==> src/rtl/tape_punch_buffer_pkg.sv <==
// tape_pkg: shared widths, FSM encoding and byte padding for the tape punch buffer
package tape_pkg;
  localparam int CODE_W = 5;
  localparam int HOST_W = 8;
  localparam logic [HOST_W-CODE_W-1:0] BYTE_PAD = 3'b000;
  typedef enum logic {
    IDLE     = 1'b0,
    WAIT_LOW = 1'b1
  } state_e;
  function automatic logic [HOST_W-1:0] pad_code(input logic [CODE_W-1:0] code);
    return {BYTE_PAD, code};
  endfunction
endpackage

==> src/rtl/tape_punch_buffer_if.sv <==
// tape_punch_buffer_if: core-side 4-phase output port plus host-side valid/ready byte stream
interface tape_punch_buffer_if;
  import tape_pkg::*;
  logic              dev_output_rdy;
  logic [CODE_W-1:0] dev_output_data;
  logic              dev_output_ack;
  logic              host_valid;
  logic              host_ready;
  logic [HOST_W-1:0] host_data;
  modport master (
    output dev_output_rdy, dev_output_data, host_ready,
    input  dev_output_ack, host_valid, host_data
  );
  modport slave (
    input  dev_output_rdy, dev_output_data, host_ready,
    output dev_output_ack, host_valid, host_data
  );
endinterface

==> src/rtl/tape_punch_buffer_sync_fifo.sv <==
// sync_fifo: power-of-two synchronous FIFO, output read from the head slot, no fall-through
module sync_fifo #(
  parameter int WIDTH = 8,
  parameter int DEPTH = 16
) (
  input  logic                   clk,
  input  logic                   rst,
  input  logic                   push_i,
  input  logic [WIDTH-1:0]       din_i,
  input  logic                   pop_i,
  output logic [WIDTH-1:0]       dout_o,
  output logic                   full_o,
  output logic                   empty_o,
  output logic [$clog2(DEPTH):0] level_o
);
  localparam int AW = $clog2(DEPTH);
  logic [WIDTH-1:0] mem_q [DEPTH];
  logic [AW-1:0]    wr_q, rd_q;
  logic [AW:0]      lvl_q;
  logic             do_push, do_pop;
  assign empty_o = lvl_q == '0;
  assign full_o  = lvl_q == (AW+1)'(DEPTH);
  assign do_pop  = pop_i && !empty_o;
  // a pop in the same cycle frees the slot a push into a full FIFO lands in
  assign do_push = push_i && (!full_o || do_pop);
  assign dout_o  = mem_q[rd_q];
  assign level_o = lvl_q;
  always_ff @(posedge clk) begin
    if (rst) begin
      wr_q  <= '0;
      rd_q  <= '0;
      lvl_q <= '0;
    end else begin
      if (do_push) begin
        mem_q[wr_q] <= din_i;
        wr_q        <= wr_q + AW'(1);
      end
      if (do_pop) rd_q <= rd_q + AW'(1);
      lvl_q <= lvl_q + (AW+1)'(do_push) - (AW+1)'(do_pop);
    end
  end
endmodule

==> src/rtl/tape_punch_buffer.sv <==
// tape_punch_buffer: paced 4-phase capture of core output codes into a FIFO feeding a host byte stream
module tape_punch_buffer
  import tape_pkg::*;
#(
  parameter int DEPTH        = 16,
  parameter int PUNCH_CYCLES = 8,
  parameter int CNT_W        = 16
) (
  input  logic                   clk,
  input  logic                   reset,
  tape_punch_buffer_if.slave     bus,
  output logic [$clog2(DEPTH):0] fifo_level,
  output logic [CNT_W-1:0]       punch_count,
  output logic                   pnl_punch_busy
);
  localparam int PW = PUNCH_CYCLES > 1 ? $clog2(PUNCH_CYCLES) : 1;
  state_e            state_q, state_d;
  logic              ack_q, ack_d;
  logic [PW-1:0]     pace_q, pace_d;
  logic [CNT_W-1:0]  cnt_q, cnt_d;
  logic              capture, full, empty;
  logic [CODE_W-1:0] dout;
  always_comb begin
    capture = state_q == IDLE && bus.dev_output_rdy && !full && pace_q == '0;
    state_d = capture ? WAIT_LOW
            : (state_q == WAIT_LOW && !bus.dev_output_rdy) ? IDLE : state_q;
    ack_d   = capture;
    cnt_d   = cnt_q + CNT_W'(capture);
    pace_d  = capture ? PW'(PUNCH_CYCLES - 1) : pace_q - PW'(pace_q != '0);
  end
  always_ff @(posedge clk) begin
    if (reset) begin
      state_q <= IDLE;
      ack_q   <= 1'b0;
      pace_q  <= '0;
      cnt_q   <= '0;
    end else begin
      state_q <= state_d;
      ack_q   <= ack_d;
      pace_q  <= pace_d;
      cnt_q   <= cnt_d;
    end
  end
  sync_fifo #(.WIDTH(CODE_W), .DEPTH(DEPTH)) u_fifo (
    .clk     (clk),
    .rst     (reset),
    .push_i  (capture),
    .din_i   (bus.dev_output_data),
    .pop_i   (bus.host_ready),
    .dout_o  (dout),
    .full_o  (full),
    .empty_o (empty),
    .level_o (fifo_level)
  );
  assign bus.dev_output_ack = ack_q;
  assign bus.host_valid     = !empty;
  assign bus.host_data      = pad_code(dout);
  assign punch_count        = cnt_q;
  assign pnl_punch_busy     = state_q != IDLE;
endmodule

==> src/flat_wrapper.sv <==
// flat-port wrapper written by rule: the top's interface ports become plain ports
module tape_punch_buffer_flat import tape_pkg::*;
#(
  parameter int DEPTH        = 16,
  parameter int PUNCH_CYCLES = 8,
  parameter int CNT_W        = 16
)
  (clk, reset, fifo_level, punch_count, pnl_punch_busy, bus_dev_output_rdy, bus_dev_output_data, bus_host_ready, bus_dev_output_ack, bus_host_valid, bus_host_data);
  tape_punch_buffer_if bus_i ();
  input  logic clk;
  input  logic reset;
  output logic [$clog2(DEPTH):0] fifo_level;
  output logic [CNT_W-1:0] punch_count;
  output logic pnl_punch_busy;
  input wire logic [$bits(bus_i.dev_output_rdy)-1:0] bus_dev_output_rdy;
  input wire logic [$bits(bus_i.dev_output_data)-1:0] bus_dev_output_data;
  input wire logic [$bits(bus_i.host_ready)-1:0] bus_host_ready;
  output wire logic [$bits(bus_i.dev_output_ack)-1:0] bus_dev_output_ack;
  output wire logic [$bits(bus_i.host_valid)-1:0] bus_host_valid;
  output wire logic [$bits(bus_i.host_data)-1:0] bus_host_data;
  assign bus_i.dev_output_rdy = bus_dev_output_rdy;
  assign bus_i.dev_output_data = bus_dev_output_data;
  assign bus_i.host_ready = bus_host_ready;
  assign bus_dev_output_ack = bus_i.dev_output_ack;
  assign bus_host_valid = bus_i.host_valid;
  assign bus_host_data = bus_i.host_data;
  tape_punch_buffer #(.DEPTH(DEPTH), .PUNCH_CYCLES(PUNCH_CYCLES), .CNT_W(CNT_W)) u_core (.clk(clk), .reset(reset), .bus(bus_i), .fifo_level(fifo_level), .punch_count(punch_count), .pnl_punch_busy(pnl_punch_busy));
endmodule
==> config.mk <==
export PLATFORM = sky130hd
export DESIGN_NAME = tape_punch_buffer_flat
export DESIGN_NICKNAME = d
export VERILOG_FILES = /design/src/rtl/tape_punch_buffer_pkg.sv /design/src/rtl/tape_punch_buffer_if.sv /design/src/rtl/tape_punch_buffer_sync_fifo.sv /design/src/rtl/tape_punch_buffer.sv /design/src/flat_wrapper.sv
export SDC_FILE = /design/constraint.sdc
export NUM_CORES = 1
export LEC_CHECK = 0
export CORE_MARGIN = 1
export CORE_UTILIZATION = 35
export CTS_BUF_LIST = sky130_fd_sc_hd__clkbuf_4
export DETAILED_ROUTE_END_ITERATION = 6
export GPL_ROUTABILITY_DRIVEN = 0
export SLEW_MARGIN = 30
export SYNTH_ARGS = -nofsm -noshare
export SYNTH_HDL_FRONTEND = slang
export SYNTH_HIERARCHICAL = 1
export SYNTH_SLANG_ARGS = --single-unit
==> constraint.sdc <==
create_clock -name clk -period 4.85 [get_ports clk]
set_input_delay 1.2125 -clock clk [delete_from_list [all_inputs] [get_ports clk]]
set_output_delay 1.2125 -clock clk [all_outputs]
set_load 0.01 [all_outputs]
==> impl_metrics.toml, run 1 <==
[status]
status = "completed"

[layout]
drive_above_1_share = 0.1898
finalNetCount = 424
nFillCells = 1293
area_growth_pct = 17.85
mostFrequentLayoutCells = "80 x edfxtp_1, 38 x dfxtp_1, 37 x clkdlybuf4s50_1"
fin_cells = 592
final_common_cell = "edfxtp_1"
multiInputGateArea_um2 = 1660
seqCellArea_um2 = 3163

[worst_setup_path]
critPathLaunchType = "input pin"
cp.required_ps = 5270
cp_max_fo = 11
r2r-start = "u_core/u_fifo/level_o[2]"
arrival_ps = 4380
r2r-end = "u_core/u_fifo/level_o[4]"
timing_worst_setup_path_type = "input pin to flop"
cp-end-kind = "flop"
r2r_setup_slack_ps = 1130
reg2reg_depth = 15

[worst_hold_path]
hold_class = "flop to flop"
min_to = "u_core/pnl_punch_busy"
hp-start = "u_core/pnl_punch_busy"
hold_path_depth = 2

[power_and_ir_drop]
powerDensity_nw_per_um2 = 441.4
ir_worst_vdd_uv = 256.4
p_leak_nw = 1.955

[global_routing]
grt_pass1_wl_um = 15640
grt_pass1_vias = 2999
grt_usage = 0.1472
grt_max_degree = 40
antenna_found_initial = 1
grt-ovfl-total = 0

[logic_synthesis]
yosysUniqueCellTypes = 43
async_reset_ff_frac = 0
avgSynthCellArea_um2 = 14.40
synth_top_area_share = 0.4835
yosys.area.top_type = "edfxtp_1"
netlist_area_um2 = 4969
synth_edf_count = 80
synthCells = 345
synth.area.top_cells = "edfxtp_1 48%, dfxtp_1 15%, mux4_2 9.1%"
synth-main-ff-cell = "edfxtp_1"
ys_ff_latch = 118
ys_seq_area_frac = 0.6366
yosys_warnings = 6

[clock_tree]
clk_latency_ps = 490
clk_pin_slew_ps = 100
numCtsBuffers = 17
htree_levels = 4
cts_resized = 0
postCtsSetupBuffers = 0
cts_root_buf = "clkbuf_4"
clock-sinks = 118
clockBufferDepth = 2
cts_hold_buf = 0
cts_tree = "built"

[sta]
min_period_ps = 3954
rsz0062_at_grt = "false"
slew_viol_final = 0
setup_violations = 0
slew_headroom = 0.4441
fmax_mhz = 252.9
final_hold_viol_count = 0
worst_slew_pin_slew_ps = 832.7
skew_ps = 13.91
min_period_over_period = 0.8152
final.setup.tns_ps = 0

[floorplan]
dieArea_um2 = 14680
core.rowCount = 43
die_w_um = 121.1
initial_utilization = 0.3579
io_pins = 41
core_um2 = 13880
fp.dieH_um = 121.1

[routing]
first_pass_iters = 4
initialDrtViolationCount = 179
drcViolationCount = 0
vias_per_cell = 4.953
ant_nets = 0
wl_um = 9693
via_count = 2932
wl_per_cell_um = 16.37

[place]
dp.cells = 559
portBuffers = 37
dp_hpwl_um = 6495

[job]
drv_cap = 0
[worst max path at each step]
stage	from	to	slack, ps	cells past startpoint
floorplan	bus_dev_output_rdy	u_core/u_fifo/level_o[4]	1040	13
global placement	bus_dev_output_rdy	u_core/u_fifo/level_o[4]	490	12
detailed placement	bus_dev_output_rdy	u_core/u_fifo/level_o[4]	440	12
CTS	flop	bus_host_data[3]	850	4
global route	flop	bus_host_data[3]	730	4
finish	bus_dev_output_rdy	u_core/u_fifo/level_o[4]	900	12
[synth_stat cells, types with 2 or more instances]
cell and n:
ha_1 16, edfxtp_1 80, or4b_4 2, dfxtp_1 38, nand3_1 16, xnor2_1 5, mux4_2 20, nand4_1 5
buf_4 5, mux2_2 4, clkbuf_1 4, or4_1 4, nor4_1 4, nand2_1 19, nor3_1 8, o31ai_1 4
a22oi_1 5, a21oi_2 4, nor2b_1 10, a21oi_1 11, buf_6 2, o21ai_0 4, nor2_1 29, or3_1 4
inv_1 17, buf_2 2, xor2_1 7
[cell families (layout without fill, tap and decap cells)]
group / after synthesis / after routing / share of synthesized area
mux: 26 / 26 / 0.1048
compound gates: 32 / 32 / 0.04483
xor+xnor: 12 / 12 / 0.02115
simple gates: 107 / 107 / 0.1158
buf+inv: 32 / 96 / 0.03173
fa+ha+maj: 17 / 17 / 0.04432
other cells: 1 / 4 / 0.0007548
flops: 118 / 118 / 0.6366
[power breakdown]
| group | total, mW | internal, mW | switching (mW) |
|---|---|---|---|
| registers | 1.19 | 1.13 | 0.0567 |
| clock network | 0.712 | 0.358 | 0.354 |
| logic | 0.683 | 0.360 | 0.323 |
| total | 2.58 | 1.85 | 0.733 |
[worst max-delay path, cell delays in order]
cell             delay, ps
clkdlybuf4s50_1        480
or4b_4                 530
inv_1                  230
o21ai_2                210
ha_1                   330
inv_1                   40
ha_1                   200
fa_1                   410
a21oi_1                190
nor2_1                  70
or3_1                  340
a21oi_1                140
[state kept, by name, summed over array words and instances (netlist names), named ones only]
register                   flops
u_core/pace_q                  3
u_core/u_fifo/mem_q           80
u_core/u_fifo/wr_q             4
u_core/u_fifo/level_o          5
u_core/bus.dev_output_ack      1
u_core/punch_count            16
u_core/pnl_punch_busy          1
u_core/u_fifo/rd_q             4
[metal layers]
metal / global-route usage / part of all wire
met4: 0.04398 / 0.0091
met3: 0.05451 / 0.051
met2: 0.2325 / 0.48
met1: 0.1878 / 0.46
met5: 0 / 0
[layout make-up]
class / instances / share of cell area
Sequential cell: 118 / 0.5402
Multi-Input combinational cell: 197 / 0.2835
Timing Repair Buffer: 47 / 0.07607
Tap cell: 180 / 0.03846
Clock inverter: 14 / 0.02735
Clock buffer: 18 / 0.02308
Inverter: 17 / 0.01090
Antenna cell: 1 / 0.0004274
[per-stage QoR]
step	cell area (um2)	total power [mW]	hold WS [ps]	util	setup WS, ps
after floorplan	4976	1.702	462.9	-	1044
after global placement	5553	1.884	479.6	0.4000	492.6
after detailed placement	5553	1.908	478.5	0.4000	441.3
after CTS	5848	2.630	493.5	0.4213	848.9
after global routing	5856	2.744	525.2	0.4219	725.5
final	5856	2.585	490.2	0.4219	896.1
(Power assumes the default switching activity.)
==> inputs of run 2 (changes only) <==
==> constraint.sdc (replaced) <==
create_clock -name clk -period 3.4 [get_ports clk]
set_input_delay 0.85 -clock clk [delete_from_list [all_inputs] [get_ports clk]]
set_output_delay 0.85 -clock clk [all_outputs]
set_load 0.01 [all_outputs]
==> run 2 against run 1 <==
Combinational power is 60% higher; largest cell class unchanged; core utilization is 1.5 points higher; worst setup slack worse by 780 ps; via count is 0.89% higher; global-route usage is 0.33 points higher; non-clock buffer count is 13 higher; sequential power is 43% higher; first-iteration DRC count is 12% higher.
==> impl_metrics.toml, run 2 (synthesis gave the netlist of run 1 again) <==
[worst_setup_path]
arrival_ps = 2430
cp-end-kind = "output port"
cp.required_ps = 2550
timing_worst_setup_path_type = "flop to output port"
cp_max_fo = 10
critPathLaunchType = "flop"

[layout]
fin_cells = 604
mostFrequentLayoutCells = "80 x edfxtp_1, 36 x clkdlybuf4s50_1, 34 x dfxtp_1"
final_common_cell = "edfxtp_1"
finalNetCount = 437
largest_reg_flops = 80
n_antenna_cell = 0
nFillCells = 1295
area_growth_pct = 22.09
regMostFlops = "u_core/u_fifo/mem_q"
drive_above_1_share = 0.2335
fin_util = 0.4370

[routing]
first_pass_iters = 4
ant_nets = 0
wl_per_cell_um = 16.64
vias_per_cell = 4.897
drcViolationCount = 0
initialDrtViolationCount = 201
wl_um = 10050
via_count = 2958

[sta]
fmax_mhz = 304.8
final.setup.tns_ps = 0
skew_ps = 19.60
final_hold_viol_count = 0
rsz0062_at_grt = "false"
min_period_ps = 3280
slew_viol_final = 0
setup_violations = 0
worst_slew_pin_slew_ps = 654.2
slew_headroom = 0.5625
setup_slack_ps = 119.6
min_period_over_period = 0.9648

[clock_tree]
htree_levels = 4
clk_latency_ps = 510
numCtsBuffers = 17
clock-sinks = 118
clk_pin_slew_ps = 110
clockBufferDepth = 2
cts_tree = "built"
cts_root_buf = "clkbuf_4"

[power_and_ir_drop]
p_leak_nw = 2.069
power_mw = 4.015
ir_worst_vdd_uv = 310.5
powerDensity_nw_per_um2 = 661.9

[floorplan]
fp.dieH_um = 121.1
core.rowCount = 43
dieArea_um2 = 14680
initial_utilization = 0.3579
io_pins = 41
die_w_um = 121.1
core_um2 = 13880

[worst_hold_path]
hold_class = "flop to flop"

[global_routing]
grt_max_degree = 39
grt_usage = 0.1505
grt_pass1_vias = 3127
grt-ovfl-total = 0
antenna_found_initial = 0
grt_pass1_wl_um = 16170

[job]
drv_cap = 0

[place]
dp.cells = 569
place_ws_ps = -275.3
portBuffers = 37
dp_hpwl_um = 6687

[status]
status = "completed"
[run 2: stage by stage]
| stage | hold WS, ps | area [um2] |
|---|---|---|
| final | 495.1 | 6066 |
| after floorplan | 462.9 | 4982 |
| after global placement | 482.6 | 5647 |
| after global routing | 545.4 | 6066 |
| after CTS | 503.0 | 6038 |
| after detailed placement | 486.5 | 5647 |
[run 2: critical path, cell delays in order (launching register included)]
cell	delay [ps]
dfxtp_2	390
buf_12	160
mux4_2	530
a22oi_2	240
nand3_1	110
clkdlybuf4s50_1	490
[run 2: layer usage]
| layer | vias up | wire length, um | global-route usage |
|---|---|---|---|
| met1 | 1445 | 4499 | 0.1898 |
| met3 | 7 | 557 | 0.04417 |
| met5 | - | 0 | 0 |
| met4 | 0 | 105 | 0.06944 |
| li1 | 1421 | - | - |
| met2 | 85 | 4890 | 0.2379 |
[run 2: repair_timing]
item / CTS / global route
endpoints found under the setup margin: 5 / 3
resized for setup: 3 / 3
gates cloned: 1 / 0
hold buffers: 0 / 0
buffers inserted: 0 / 2
[run 2: layout make-up]
class                           count  area, um2  area share
Timing Repair Buffer               60      583.1     0.09612
Multi-Input combinational cell    197       1670      0.2754
Clock inverter                     15      224.0     0.03692
Sequential cell                   118       3168      0.5223
Clock buffer                       17      127.6     0.02104
Tap cell                          180      225.2     0.03713
Inverter                           17      67.56     0.01114
[run 2: where the power goes]
part	total [mW]	switching, mW	internal (mW)
clock network	1.22	0.557	0.663
registers	1.70	0.0823	1.62
logic	1.09	0.486	0.606
total	4.01	1.13	2.89
[run 2: worst paths after layout]
path / end / slack [ps] / cells past startpoint / start
worst max-delay path: bus_host_data[4] / 120 / 5 / flop
worst min-delay path: u_core/pnl_punch_busy / 500 / 2 / u_core/pnl_punch_busy
worst max register to register: u_core/u_fifo/level_o[4] / 170 / 15 / u_core/u_fifo/level_o[2]
worst min register to register: u_core/pnl_punch_busy / 500 / 2 / u_core/pnl_punch_busy
==> inputs of run 3 (changes only) <==
--- a/config.mk
+++ b/config.mk
@@ -10,6 +10,7 @@
 export CTS_BUF_LIST = sky130_fd_sc_hd__clkbuf_4
 export DETAILED_ROUTE_END_ITERATION = 6
 export GPL_ROUTABILITY_DRIVEN = 0
+export GPL_TIMING_DRIVEN = 0
 export SLEW_MARGIN = 30
 export SYNTH_ARGS = -nofsm -noshare
 export SYNTH_HDL_FRONTEND = slang
==> run 3 against run 2 <==
Cell area is 1.6% lower; non-clock buffer count stayed put; final cell count is 0.17% lower; flip-flop and latch count stayed put; register-to-register slack hardly changed; clock skew is 7.0 ps lower; critical path type is now input pin to flop; highest routed layer unchanged.
==> impl_metrics.toml, run 3 (synthesis gave the netlist of run 1 again) <==
[status]
status = "completed"

[clock_tree]
clk_latency_ps = 490
cts_root_buf = "clkbuf_4"
htree_levels = 4
cts_tree = "built"
clockBufferDepth = 2
numCtsBuffers = 17
clk_pin_slew_ps = 110
cts_hold_buf = 0
clock-sinks = 118

[layout]
area_growth_pct = 20.10
nFillCells = 1311
fin_util = 0.4299
n_antenna_cell = 0
finalNetCount = 437
largest_reg_flops = 80
mostFrequentLayoutCells = "80 x edfxtp_1, 36 x clkdlybuf4s50_1, 36 x dfxtp_1"
fin_area_um2 = 5967
final_common_cell = "edfxtp_1"
drive_above_1_share = 0.2435
regMostFlops = "u_core/u_fifo/mem_q"

[worst_hold_path]
hp-start = "u_core/pnl_punch_busy"
min_to = "u_core/pnl_punch_busy"
hold_class = "flop to flop"
hold_path_depth = 2

[sta]
worst_slew_pin_slew_ps = 991.7
slew_viol_final = 0
final_hold_viol_count = 0
fmax_mhz = 305.3
setup_slack_ps = 124.2
slew_headroom = 0.3338
min_period_over_period = 0.9635
skew_ps = 12.58
rsz0062_at_grt = "false"
setup_violations = 0
min_period_ps = 3276

[global_routing]
grt-ovfl-total = 0
grt_pass1_vias = 2963
grt_use_met1 = 0.1931
gr-usage-met2 = 0.2236
top_usage_layer = "met2"
antenna_found_initial = 0
grt_max_degree = 17
grt_usage = 0.1455
use_met3 = 0.04370
grt_pass1_wl_um = 15690

[power_and_ir_drop]
powerDensity_nw_per_um2 = 632.6
power_mw = 3.775
power_frac_clock = 0.253
p_sw_frac = 0.2934
power_frac_comb = 0.302
p_seq_frac = 0.445
p_leak_nw = 1.978
switching_power_mw = 1.108
ir_worst_vdd_uv = 355.3
internal_power_mw = 2.667

[routing]
wl_um = 9805
via_count = 2962
initialDrtViolationCount = 215
first_pass_iters = 4
vias_per_cell = 4.912
wl_per_cell_um = 16.26
drcViolationCount = 0
ant_nets = 0

[floorplan]
initial_utilization = 0.3579
core_um2 = 13880
fp.dieH_um = 121.1
io_pins = 41
dieArea_um2 = 14680
core.rowCount = 43
die_w_um = 121.1

[worst_setup_path]
reg2reg_depth = 16
cp-end-kind = "flop"
cp_max_fo = 6
timing_worst_setup_path_type = "input pin to flop"
r2r-start = "u_core/u_fifo/level_o[2]"
cp.required_ps = 3820
critPathLaunchType = "input pin"
r2r_setup_slack_ps = 160
arrival_ps = 3700
r2r-end = "u_core/u_fifo/level_o[4]"

[place]
place_ws_ps = -677.8
placed_area_um2 = 5568
dp_hpwl_um = 6525
portBuffers = 36

[job]
drv_cap = 0
## run 3: stage by stage
stage	hold slack [ps]	instances	setup TNS, ps
floorplan	462.9	347	0
detailed placement	491.2	563	-7153
CTS	505.8	597	0
global route	533.6	603	0
finish	500.2	603	0
global placement	476.3	563	-6516
## run 3: worst max-delay path by stage
stage | start | endpoint | cells past startpoint
after floorplan | u_core/u_fifo/level_o[2] | u_core/u_fifo/level_o[4] | 17
after detailed placement | bus_dev_output_rdy | u_core/u_fifo/level_o[4] | 14
after global routing | u_core/u_fifo/level_o[2] | u_core/u_fifo/level_o[4] | 16
after CTS | flop | bus_host_data[3] | 5
after global placement | bus_dev_output_rdy | u_core/u_fifo/level_o[4] | 14
final | bus_dev_output_rdy | u_core/u_fifo/level_o[4] | 13
## run 3: final cells by class
type | count | area, um2 | area share
flip-flops and latches | 118 | 3166 | 0.5305
multi-input cells | 197 | 1713 | 0.2871
repair buffers | 46 | 435.4 | 0.07297
well taps | 180 | 225.2 | 0.03774
clock buffers | 18 | 135.1 | 0.02265
clock inverters | 13 | 133.9 | 0.02244
plain buffers | 14 | 91.34 | 0.01531
inverters | 17 | 67.56 | 0.01132
## run 3: what timing repair did
action | CTS | global route
resized for setup | 5 | 7
buffers inserted | 4 | 6
setup endpoints to repair | 3 | 5
pin swaps | 1 | 2
## run 3: critical path, stage by stage
cell and delay, ps:
clkdlybuf4s50_1 480, or4b_4 470, buf_6 150, clkinvlp_4 90, o21ai_4 80, ha_1 290, inv_1 40, ha_2 180
fa_2 360, a21oi_2 140, nor2_1 60, or3_1 360, a21oi_2 130
## run 3: routing by layer
metal  up-vias  wire, um  part of all wire
met2        60      4655              0.47
met3         5       416             0.042
met4         0        84            0.0086
li1       1424         -                 -
met5         -         0                 0
met1      1473      4648              0.47
## run 3: power by group through the flow
stage	Clock, mW	Sequential [mW]	Combinational, mW
after global routing	1.05	1.70	1.25
after CTS	0.987	1.68	1.08
after floorplan	0	1.72	0.715
after global placement	0	1.71	1.02
after detailed placement	0	1.72	1.04
final	0.955	1.68	1.14
